## src/rtl/fetch_pc_unit.sv

```systemverilog
// Instruction-fetch PC unit: owns PCF, drives the read-first instruction memory, and builds the IF/ID side-band.
// Optional performance counters are built only when FETCH_PERF_CNT_EN is defined.
module fetch_pc_unit #(
  parameter int unsigned ADDRESS_WIDTH = 8,
  parameter logic [31:0] RESET_PC      = 32'h0000_0000
) (
  input  logic                     clk,
  input  logic                     rst_,
  input  logic                     StallF,
  input  logic                     RedirectE,
  input  logic [31:0]              RedirectPC,
  output logic [ADDRESS_WIDTH-1:0] imem_addr,
  output logic                     imem_en_,
  output logic                     imem_clr,
  output logic [31:0]              PCF,
  output logic [31:0]              PCPlus4D,
  output logic                     ValidD,
  output logic                     AlignErr,
  output logic [31:0]              FetchCnt,
  output logic [31:0]              StallCnt,
  output logic [31:0]              FlushCnt
);

  typedef enum logic [0:0] {StReset, StRun} state_e;

  state_e      state_q, state_d;
  logic [31:0] pcf_q, pcf_d;
  logic [31:0] pcplus4d_q, pcplus4d_d;
  logic        validd_q, validd_d;
  logic        alignerr_q, alignerr_d;
  logic [31:0] pc_inc;
  logic        do_fetch, do_stall, do_flush;

  assign pc_inc = pcf_q + 32'd4;

  // Redirect outranks stall; the reset bubble does neither.
  always_comb begin
    do_fetch = 1'b0;
    do_stall = 1'b0;
    do_flush = 1'b0;
    if (state_q == StRun) begin
      if (RedirectE)   do_flush = 1'b1;
      else if (StallF) do_stall = 1'b1;
      else             do_fetch = 1'b1;
    end
  end

  always_comb begin
    imem_en_ = 1'b0;
    imem_clr = 1'b0;
    if (!rst_ || state_q == StReset || do_flush) begin
      imem_clr = 1'b1;
    end else if (do_stall) begin
      imem_en_ = 1'b1;
    end
  end

  always_comb begin
    state_d    = StRun;
    pcf_d      = pcf_q;
    pcplus4d_d = pcplus4d_q;
    validd_d   = validd_q;
    alignerr_d = alignerr_q;
    if (state_q == StReset) begin
      validd_d = 1'b0;
    end else if (do_flush) begin
      pcf_d    = RedirectPC & ~32'h3;
      validd_d = 1'b0;
      if (RedirectPC[1:0] != 2'b00) alignerr_d = 1'b1;
    end else if (do_fetch) begin
      pcf_d      = pc_inc;
      pcplus4d_d = pc_inc;
      validd_d   = 1'b1;
    end
  end

  always_ff @(posedge clk) begin
    if (!rst_) begin
      state_q    <= StReset;
      pcf_q      <= RESET_PC;
      pcplus4d_q <= 32'd0;
      validd_q   <= 1'b0;
      alignerr_q <= 1'b0;
    end else begin
      state_q    <= state_d;
      pcf_q      <= pcf_d;
      pcplus4d_q <= pcplus4d_d;
      validd_q   <= validd_d;
      alignerr_q <= alignerr_d;
    end
  end

  assign imem_addr = pcf_q[ADDRESS_WIDTH+1:2];
  assign PCF       = pcf_q;
  assign PCPlus4D  = pcplus4d_q;
  assign ValidD    = validd_q;
  assign AlignErr  = alignerr_q;

`ifdef FETCH_PERF_CNT_EN
  logic [31:0] fetch_cnt_q, stall_cnt_q, flush_cnt_q;

  always_ff @(posedge clk) begin
    if (!rst_) begin
      fetch_cnt_q <= 32'd0;
      stall_cnt_q <= 32'd0;
      flush_cnt_q <= 32'd0;
    end else begin
      if (do_fetch) fetch_cnt_q <= fetch_cnt_q + 32'd1;
      if (do_stall) stall_cnt_q <= stall_cnt_q + 32'd1;
      if (do_flush) flush_cnt_q <= flush_cnt_q + 32'd1;
    end
  end

  assign FetchCnt = fetch_cnt_q;
  assign StallCnt = stall_cnt_q;
  assign FlushCnt = flush_cnt_q;
`else
  assign FetchCnt = 32'd0;
  assign StallCnt = 32'd0;
  assign FlushCnt = 32'd0;
`endif

endmodule

```

## config.mk

```make
export PLATFORM = sky130hd
export DESIGN_NAME = fetch_pc_unit
export DESIGN_NICKNAME = d
export VERILOG_FILES = /design/src/rtl/fetch_pc_unit.sv
export SDC_FILE = /design/constraint.sdc
export NUM_CORES = 1
export LEC_CHECK = 0
export BUFFER_PORTS_ARGS = -buffer_cell sky130_fd_sc_hd__buf_2
export CORE_ASPECT_RATIO = 0.5
export CORE_UTILIZATION = 40
export DETAILED_ROUTE_END_ITERATION = 12
export PLACE_DENSITY = 0.74
export SYNTH_ARGS = -nofsm -noshare
export SYNTH_HDL_FRONTEND = slang
export SYNTH_SLANG_ARGS = --single-unit
```

## constraint.sdc

```tcl
create_clock -name clk -period 2 [get_ports clk]
set_input_delay 0.1 -clock clk [delete_from_list [all_inputs] [get_ports clk]]
set_output_delay 0.1 -clock clk [all_outputs]
set_load 0.02 [all_outputs]
```

==> impl_metrics.ini <==
[place]
finalWeightedCongestion = 0.840
placement.cell_area_sq_um = 4310
placement_stage_worst_setup_slack_ps = 88.4
dp_hpwl_mm = 7.84
io_buffer_count = 107

[detailed_routing]
drt-wirelength-per-cell_microns = 14.9
drt_wl_total_mm = 11.0
vias_per_cell = 5.06
postRouteAntennaNets = 0
via_count = 3749
drcViolationCount = 0
firstDrtPassIters = 5
drt_first_iter_violations = 390

[floorplanning]
row_count = 25
die_height_microns = 72.7
chipWidth_microns = 143
start_util_pct = 41.8
design.die.area_sq_um = 10400
fp.coreArea_sq_um = 9570
boundaryPins = 208

[timing]
finalHoldWorstSlack_ps = 35.8
setup-tns-final_ps = 0
grt_setup_unrepaired = no
timing.final.crit_period_ps = 1850
setup_slack_ps = 151
setup_viol = 0
final_min_period_over_clock_period_pct = 92.5
final_max_slew_violation_count = 0
fmax_ghz = 0.541
timing_hold_violations_final = 0
finalClockSkew_ps = 5.50

[finish]
area_delta_synth_final_pct = 17.5
filler_cell_count = 903
n_antenna_cell = 0
final_design_area_no_fill_sq_um = 4700
drive_above_1_share_pct = 27.9
nNetsFinal = 638

[grt]
grt_max_degree = 31
met2_usage_pct = 32.6
grt_most_used_layer = met2
use_met1_pct = 26.1
grtUsageMet3_pct = 6.89
initial_antenna_violation_count = 0
grt_pass1_wl_mm = 16.3
gr-usage-all-layers_pct = 20.6
via_count_of_the_first_global_routing_pass = 3132
grt-ovfl-total = 0

[worst_setup_path]
worst_setup_path_end_kind = flop
cp-start-kind = flop
worst_ep_required_ps = 2220
ff2ff_path_depth = 6
worstPathMaxFanout = 10
path_type_of_the_worst_setup_path = flop to flop
rrSetupSlack_ps = 150
critPathArrivalTime_ps = 2070

[clock_network]
clk_root_buffer_cell = clkbuf_16
cts.path.max_buffers = 2
post-cts-setup-buffers = 0
clock_latency_ps = 330
cts_tree = built
clock_sinks = 63
clk_pin_slew_worst_paths_ps = 60
ctsHtreeMaxLevel = 3
cts_buffers = 9

[logic_synthesis]
post_syn_area_sq_um = 4000
syn_avg_cell_area_sq_um = 8.06
synth_largest_type_area_fraction_pct = 31.5
synth_register_bits = 63
post_synth_main_area_contributors = dfxtp_1 32%, buf_4 21%, o21ai_0 4.8%
post_synth_num_cell_types = 47
ys_warn_count = 0
synth_top_cell_by_area = dfxtp_1
gate_count_after_technology_mapping = 496
synth_flop_cell = dfxtp_1
yosysSeqAreaShare_pct = 31.5
synth_enable_flop_cells = 0
asyncSetResetFlopFracSynth_pct = 0

[power_and_ir_drop]
totalPowerFinal_mw = 3.95
leakagePower_nw = 2.15
pwr_density_cell_nw_per_um2 = 840
vdd_drop_max_uv = 652

[hold_path]
min-delay-path-class = input port to flop
whs_path_depth = 2

[flow_run]
cap_violations = 0

[status]
status = completed
==> worst paths after layout <==
kind             startpoint       to
max                  PCF[3]  PCF[26]
min          RedirectPC[27]  PCF[27]
max reg2reg          PCF[3]  PCF[26]
min reg2reg          ValidD   ValidD
==> state kept, by name (all words and copies together) (netlist names) <==
register and count:
ValidD 1, state_q 1, AlignErr 1, PCF 30, PCPlus4D 30
==> cells in the mapped netlist, drive strengths merged (2+ instances only) <==
cell      n
dfxtp    63
and3      9
xor2      7
a311oi    5
nand2    33
clkbuf   19
nor3     13
nand3    15
nor4      5
inv       6
buf     123
nor2     27
o21ai    43
and4      5
o221ai    3
and2      4
a22oi     9
a221oi    3
o31a      4
a211oi   14
xnor2    17
nor2b     2
o22ai     7
a21boi    2
a21oi    35
nand4    10
==> layout make-up <==
cell class | instances | area, sq um | share of cell area, %
Multi-Input combinational cell | 383 | 2120 | 45.1
Sequential cell | 63 | 1260 | 26.9
Timing Repair Buffer | 137 | 766 | 16.3
Clock buffer | 11 | 253 | 5.38
Tap cell | 135 | 169 | 3.60
Clock inverter | 5 | 104 | 2.21
Inverter | 7 | 26.3 | 0.559
==> cells in the final DEF, fill, tap and decap left out, types with 6 or more instances in the layout <==
| cell type | count |
|---|---|
| a22oi_1 | 9 |
| clkbuf_16 | 9 |
| o22ai_1 | 7 |
| a21oi_1 | 35 |
| o21ai_0 | 38 |
| nand4_1 | 7 |
| nand3_1 | 14 |
| a211oi_1 | 14 |
| nor3_1 | 7 |
| conb_1 | 100 |
| xnor2_1 | 17 |
| buf_4 | 28 |
| nor3_2 | 6 |
| and3_1 | 9 |
| inv_1 | 6 |
| buf_2 | 107 |
| nor2_1 | 26 |
| xor2_1 | 7 |
| dfxtp_1 | 62 |
| nand2_1 | 32 |
==> kinds of logic after synthesis <==
group / synth area share [%]
adder cells (fa/ha/maj): 0.313
flip-flops: 31.5
multiplexers: 0.250
AO/OA/AOI/OAI: 20.0
buffers and inverters: 25.0
AND/OR/NAND/NOR: 17.6
XOR/XNOR: 5.26
other: 0.0938
==> routing by layer <==
layer	vias to the layer above	share of wire [%]
li1	1757	-
met1	1740	43
met2	230	44
met3	22	11
met4	0	2.0
met5	-	0
==> per-stage QoR <==
step,utilization [%],instances
3_3_place_gp,45.1,723
2_1_floorplan,-,595
4_1_cts,48.9,740
6_report,49.1,741
3_5_place_dp,45.1,723
5_1_grt,49.1,741
==> worst max-delay path: stages (launching register included) <==
cell	delay, ps
dfxtp_1	410
ha_1	200
and4_2	350
nand4_4	230
nor3_2	270
and3_1	210
nor3_1	60
==> timing repair <==
action / in CTS / in global routing
hold buffers: 1 / 1
endpoints found under the setup margin: 0 / 16
resized for setup: 0 / 6
endpoints found under the hold margin: 1 / 1
==> report_power, final <==
group          total [mW]  internal [mW]  leakage (nW)  switching (mW)
Combinational       0.700          0.204          1.46           0.495
Clock                1.85           1.28         0.176           0.567
Sequential           1.40           1.33         0.517          0.0693
Note: power is estimated with default switching activity, not from simulation.
